`src/rtl/gray_decoder_if.sv`:
```
// ---------------------------------------------------------------------------
// gray_decoder_if
//   Bundles the sample stream and the decoded status of gray_decoder.
//
//   Valid    : sample strobe (source -> decoder)
//   Gray     : Gray-coded sample (source -> decoder)
//   Binary   : registered decoded value of the last accepted sample
//   Step     : one-cycle pulse, last sample was a legal forward step
//   Error    : one-cycle pulse, last sample was an illegal transition
//   Wraps    : saturating count of max->0 wraps
//   ErrCnt   : saturating count of illegal transitions
//   Overflow : sticky, set on the first wrap since reset
//   Locked   : a baseline sample has been taken
//
//   master : the Gray source / observer side
//   slave  : the decoder side
// ---------------------------------------------------------------------------
interface gray_decoder_if #(
   parameter int unsigned WIDTH      = 3,
   parameter int unsigned WRAP_WIDTH = 3,
   parameter int unsigned ERR_WIDTH  = 4
);
   logic                  Valid;
   logic [WIDTH-1:0]      Gray;
   logic [WIDTH-1:0]      Binary;
   logic                  Step;
   logic                  Error;
   logic [WRAP_WIDTH-1:0] Wraps;
   logic [ERR_WIDTH-1:0]  ErrCnt;
   logic                  Overflow;
   logic                  Locked;

   modport master (
      output Valid, Gray,
      input  Binary, Step, Error, Wraps, ErrCnt, Overflow, Locked
   );

   modport slave (
      input  Valid, Gray,
      output Binary, Step, Error, Wraps, ErrCnt, Overflow, Locked
   );
endinterface

```
`src/rtl/gray_decoder.sv`:
```
// ---------------------------------------------------------------------------
// gray_decoder
//   Samples a Gray-coded count stream, decodes it to binary and checks that
//   each accepted code is exactly one forward step from the previous one.
//   Counts wrap-arounds (max -> 0) and illegal transitions, both saturating.
//   All outputs are registered: response appears the cycle after sampling.
//
//   Clk   : clock, all state updates on the rising edge
//   Reset : synchronous reset, active low
//   bus   : gray_decoder_if.slave (Valid/Gray in, status out)
// ---------------------------------------------------------------------------
module gray_decoder #(
   parameter int unsigned WIDTH      = 3,
   parameter int unsigned WRAP_WIDTH = 3,
   parameter int unsigned ERR_WIDTH  = 4
) (
   input  logic            Clk,
   input  logic            Reset,
   gray_decoder_if.slave   bus
);

   typedef enum logic {
      IDLE,
      TRACK
   } state_t;

   state_t                state_q,    state_d;
   logic [WIDTH-1:0]      binary_q,   binary_d;
   logic                  step_q,     step_d;
   logic                  error_q,    error_d;
   logic [WRAP_WIDTH-1:0] wraps_q,    wraps_d;
   logic [ERR_WIDTH-1:0]  errcnt_q,   errcnt_d;
   logic                  overflow_q, overflow_d;

   logic [WIDTH-1:0]      dec;
   logic [WIDTH-1:0]      delta;
   logic                  is_wrap;

   // Binary bit i is the XOR of Gray bits i..MSB; this is the same as the
   // MSB-down prefix chain but without a self-referencing loop.
   always_comb begin
      dec = '0;
      for (int unsigned i = 0; i < WIDTH; i++) begin
         dec[i] = ^(bus.Gray >> i);
      end
   end

   // Modular distance from the last accepted value to the new sample.
   assign delta   = dec - binary_q;
   assign is_wrap = (binary_q == '1) && (dec == '0);

   always_comb begin
      state_d    = state_q;
      binary_d   = binary_q;
      step_d     = 1'b0;
      error_d    = 1'b0;
      wraps_d    = wraps_q;
      errcnt_d   = errcnt_q;
      overflow_d = overflow_q;

      unique case (state_q)
         IDLE: begin
            if (bus.Valid) begin
               binary_d = dec;
               state_d  = TRACK;
            end
         end

         TRACK: begin
            if (bus.Valid) begin
               if (delta == '0) begin
                  // Repeated code: nothing changes, not an error.
               end else if (delta == WIDTH'(1)) begin
                  binary_d = dec;
                  step_d   = 1'b1;
                  if (is_wrap) begin
                     overflow_d = 1'b1;
                     if (wraps_q != '1) begin
                        wraps_d = wraps_q + 1'b1;
                     end
                  end
               end else begin
                  // Resync to the new value; no wrap is counted here even
                  // if the jump crosses zero.
                  binary_d = dec;
                  error_d  = 1'b1;
                  if (errcnt_q != '1) begin
                     errcnt_d = errcnt_q + 1'b1;
                  end
               end
            end
         end

         default: begin
            state_d = IDLE;
         end
      endcase
   end

   always_ff @(posedge Clk) begin
      if (!Reset) begin
         state_q    <= IDLE;
         binary_q   <= '0;
         step_q     <= 1'b0;
         error_q    <= 1'b0;
         wraps_q    <= '0;
         errcnt_q   <= '0;
         overflow_q <= 1'b0;
      end else begin
         state_q    <= state_d;
         binary_q   <= binary_d;
         step_q     <= step_d;
         error_q    <= error_d;
         wraps_q    <= wraps_d;
         errcnt_q   <= errcnt_d;
         overflow_q <= overflow_d;
      end
   end

   assign bus.Binary   = binary_q;
   assign bus.Step     = step_q;
   assign bus.Error    = error_q;
   assign bus.Wraps    = wraps_q;
   assign bus.ErrCnt   = errcnt_q;
   assign bus.Overflow = overflow_q;
   assign bus.Locked   = (state_q == TRACK);

endmodule

```
`src/flat_wrapper.sv`:
```
// flat-port wrapper written by rule: the top's interface ports become plain ports
module gray_decoder_flat 
#(
   parameter int unsigned WIDTH      = 3,
   parameter int unsigned WRAP_WIDTH = 3,
   parameter int unsigned ERR_WIDTH  = 4
)
  (Clk, Reset, bus_Valid, bus_Gray, bus_Binary, bus_Step, bus_Error, bus_Wraps, bus_ErrCnt, bus_Overflow, bus_Locked);
  gray_decoder_if #(.WIDTH(WIDTH), .WRAP_WIDTH(WRAP_WIDTH), .ERR_WIDTH(ERR_WIDTH)) bus_i ();
  input  logic Clk;
  input  logic Reset;
  input wire logic [$bits(bus_i.Valid)-1:0] bus_Valid;
  input wire logic [$bits(bus_i.Gray)-1:0] bus_Gray;
  output wire logic [$bits(bus_i.Binary)-1:0] bus_Binary;
  output wire logic [$bits(bus_i.Step)-1:0] bus_Step;
  output wire logic [$bits(bus_i.Error)-1:0] bus_Error;
  output wire logic [$bits(bus_i.Wraps)-1:0] bus_Wraps;
  output wire logic [$bits(bus_i.ErrCnt)-1:0] bus_ErrCnt;
  output wire logic [$bits(bus_i.Overflow)-1:0] bus_Overflow;
  output wire logic [$bits(bus_i.Locked)-1:0] bus_Locked;
  assign bus_i.Valid = bus_Valid;
  assign bus_i.Gray = bus_Gray;
  assign bus_Binary = bus_i.Binary;
  assign bus_Step = bus_i.Step;
  assign bus_Error = bus_i.Error;
  assign bus_Wraps = bus_i.Wraps;
  assign bus_ErrCnt = bus_i.ErrCnt;
  assign bus_Overflow = bus_i.Overflow;
  assign bus_Locked = bus_i.Locked;
  gray_decoder #(.WIDTH(WIDTH), .WRAP_WIDTH(WRAP_WIDTH), .ERR_WIDTH(ERR_WIDTH)) u_core (.Clk(Clk), .Reset(Reset), .bus(bus_i));
endmodule
```
`config.mk`:
```
export PLATFORM = sky130hd
export DESIGN_NAME = gray_decoder_flat
export DESIGN_NICKNAME = d
export VERILOG_FILES = /design/src/rtl/gray_decoder_if.sv /design/src/rtl/gray_decoder.sv /design/src/flat_wrapper.sv
export SDC_FILE = /design/constraint.sdc
export NUM_CORES = 1
export LEC_CHECK = 0
export ABC_AREA = 1
export CAP_MARGIN = 30
export CORE_UTILIZATION = 45
export CTS_BUF_LIST = sky130_fd_sc_hd__clkbuf_4
export CTS_CLUSTER_SIZE = 25
export DETAILED_ROUTE_END_ITERATION = 10
export PLACE_DENSITY = 0.73
export SLEW_MARGIN = 5
export SYNTH_ARGS = -nofsm -noshare
export SYNTH_HDL_FRONTEND = slang
export SYNTH_SLANG_ARGS = --single-unit
```
`constraint.sdc`:
```
create_clock -name Clk -period 3.05 [get_ports Clk]
set_input_delay 0.61 -clock Clk [delete_from_list [all_inputs] [get_ports Clk]]
set_output_delay 0.61 -clock Clk [all_outputs]
set_load 0.01 [all_outputs]
```
==> results.tsv <==
stage	metric	value	unit
sta	final worst path period share	0.910	
critical_path	Most common cell on crit path	nor2_1	
sta	Hold WS	0.482	ns
critical_path	Crit path required time	3.22	ns
placed_design	GP Congestion	0.833	
critical_path	family with the most delay on the worst path	adder cells	
logic_synthesis	Gate Count Post-Synth	115	
grt	Tot GR Track Use	0.199	
critical_path	stages on the worst setup path	13	
clocking	post_cts resized	0	
sta	clk_skew	0.0150	ns
logic_synthesis	post-synth top area share	0.328	
logic_synthesis	Seq/Total Area, Yosys	0.328	
finish	nets@finish	151	
grt	initial antenna violation count	0	
critical_path	Max FO, Critical Path	4	
die	Chip Width	45.6	um
finish	number of diodes	0	
routing	WL per Instance	10.4	um
sta	Slew HR	0.779	
sta	Final Max Tran Viols	0	
logic_synthesis	Warnings, synthesis	0	
die	FP Rows	15	
routing	DRT Wirelength	1.71	mm
critical_path	Crit Path Class	input pin to flop	
finish	FF+latch area	280	um2
placed_design	DP Area	1090	um2
clocking	CTS tree	done	
clocking	CTS clk-pin slew, worst paths	0.09	ns
min_path	hold crit path type	flop to flop	
critical_path	CP Buf/Inv Count	4	
logic_synthesis	post-synthesis cell area	855	um2
logic_synthesis	average size of a mapped cell	7.43	um2
sta	final setup fails	0	
sta	Final Critical Period	2.78	ns
power	Clk pwr share	0.246	
sta	slew of the pin with the lowest slew margin	0.331	ns
grt	largest net degree at the start of global routing	11	
routing	First-pass DRT Iterations	4	
finish	commonest non-fill, non-tap cell in the layout	nor2_1	
die	Placeable Area	1750	um2
power	leakage	0.491	nW
finish	# fillers	164	
grt	total congestion overflow	0	
clocking	clock sink count	14	
power	Seq pwr share	0.462	
critical_path	critical path's slowest cell	fa_1	
grt	number of global-route vias before repair	721	
clocking	post-CTS setup buffers	0	
sta	Max Freq	360	MHz
logic_synthesis	flop and latch count out of synthesis	14	
clocking	CTS Root Cell	clkbuf_4	
routing	post-DR vias/cell	4.76	
routing	final antenna-violating net count	0	
finish	P&R area growth vs syn	30.3	%
finish	most frequent cells in the layout	21 x nor2_1, 19 x clkdlybuf4s50_1, 18 x inv_1, 14 x nand2_1, 14 x dfxtp_1	
power	Sw Ratio	0.326	
sta	final hold vios	0	
finish	area of the multi-input gates	484	um2
finish	design area	1110	um2
clocking	CTS H-tree lvls	1	
critical_path	critical path capture point type	flop	
min_path	hold depth	2	
die	Chip Height	45.6	um
sta	setup TNS	0	ns
critical_path	CP Data Arrival Time	2.95	ns
logic_synthesis	Synth cell types	24	
clocking	clk_lat worst skew	0.28	ns
grt	first-pass GRT wire length	2.96	mm
finish	layout cells sized above 1	0.173	
sta	RSZ-0062 raised after global routing	false	
power	Internal Power	294	uW
critical_path	cell breakdown of the critical path	clkdlybuf4s50_1 -> xnor2_1 -> xor2_1 -> inv_1 -> ha_1 -> inv_1 -> fa_1 -> nor2_1 -> o211ai_2 -> nand3_2 -> inv_2 -> nor2_1 -> nor2_1	
logic_synthesis	syn nets	126	
power	Logic pwr share	0.292	
power	VDD IR-drop max	0.267	mV
clocking	CTS Hold Bufs	0	
critical_path	CP max stage delay	0.47	ns
run_status	status	finished clean	
clocking	number of CTS-inserted buffers	3	
power	net switching power	142	uW
power	Pwr per Cell Area	392	nW/um2
power	Tot Pwr	436	uW
die	Initial Util	0.490	
clocking	CTS Buffer Depth	2	
logic_synthesis	post-synth top area cell	dfxtp_1	
die	die area	2080	um2
placed_design	IO Port Bufs	19	
logic_synthesis	Synth area leaders	dfxtp_1 33%, nor2_1 9.2%, inv_1 7.9%	
routing	DRC	0	
critical_path	worst r2r path cells	13	
routing	via count	780	
placed_design	HPWL after DPL	1.36	mm
die	I/O pin total	20	
job	max cap viols	0	
critical_path	CP Launch Type	input pin	
routing	initial DRC count	13	
finish	final core utilization	0.638	
==> through the flow <==
stage / setup WS [ns] / instances
4_1_cts: 0.272 / 164
5_1_grt: 0.0586 / 164
3_5_place_dp: -0.00692 / 160
2_1_floorplan: 0.640 / 115
3_3_place_gp: 0.0699 / 160
6_report: 0.273 / 164
==> power groups by stage <==
stage	sequential, mW	clock [mW]	combinational, mW
2_1_floorplan	0.208	0	0.0847
3_3_place_gp	0.206	0	0.124
3_5_place_dp	0.206	0	0.128
4_1_cts	0.202	0.112	0.129
5_1_grt	0.203	0.116	0.142
6_report	0.202	0.107	0.127
==> logic make-up (layout without fill, tap and decap cells) <==
kind of cell / Yosys count / count (layout) / synth area share
AND/OR/NAND/NOR: 59 / 59 / 0.376
buffers and inverters: 24 / 48 / 0.105
flip-flops: 14 / 14 / 0.328
AO/OA/AOI/OAI: 8 / 8 / 0.0571
adder cells (fa/ha/maj): 5 / 5 / 0.0820
XOR/XNOR: 5 / 5 / 0.0513
==> registers in the layout (all words and copies together) (netlist names) <==
register and count:
u_core.bus.Binary 3, u_core.bus.ErrCnt 4, u_core.bus.Error 1, u_core.bus.Locked 1, u_core.bus.Overflow 1, u_core.bus.Step 1
u_core.bus.Wraps 3
==> worst register-to-register path, stage by stage (launching register included) <==
cell and delay, ns:
dfxtp_1 0.39, ha_1 0.16, inv_1 0.05, fa_1 0.42, inv_1 0.10, nand2_2 0.09
nand2_4 0.09, nand2_4 0.07, nand3_2 0.08, nand2_2 0.06, nor2_2 0.18, nand3_1 0.10
nand2_1 0.08, nor2_1 0.05
==> metal layers <==
| metal | part of all wire | vias to the layer above | global-route usage |
|---|---|---|---|
| met3 | 0.047 | 4 | 0.0238 |
| met5 | 0 | - | 0 |
| met1 | 0.47 | 352 | 0.244 |
| met4 | 0.020 | 0 | 0.133 |
| met2 | 0.46 | 18 | 0.323 |
| li1 | - | 406 | - |
==> layout make-up <==
type	instances	share of cell area
clock buffer	3	0.0202
clock inverter	1	0.00337
inverter	23	0.0775
multi-input combinational	77	0.435
sequential	14	0.252
tap	25	0.0281
timing repair buffer	21	0.184
==> cell usage after synthesis (all sizes together) <==
master / n
xnor2: 2
inv: 23
a21oi: 2
xor2: 3
nand2: 19
o21ai: 4
nand4: 4
nand3: 11
dfxtp: 14
a31oi: 1
nand3b: 1
fa: 1
o211ai: 1
clkbuf: 1
nor2: 24
ha: 4
==> path summary, 6_finish.rpt <==
check | from | slack [ns] | end
setup / recovery | bus_Gray[1] | 0.27 | u_core.bus.ErrCnt[1]
hold / removal | u_core.bus.Overflow | 0.48 | u_core.bus.Overflow
setup reg to reg | u_core.bus.Binary[0] | 1.08 | u_core.bus.Wraps[1]
hold reg to reg | u_core.bus.Overflow | 0.48 | u_core.bus.Overflow
Power figures use the tool's default switching activity.
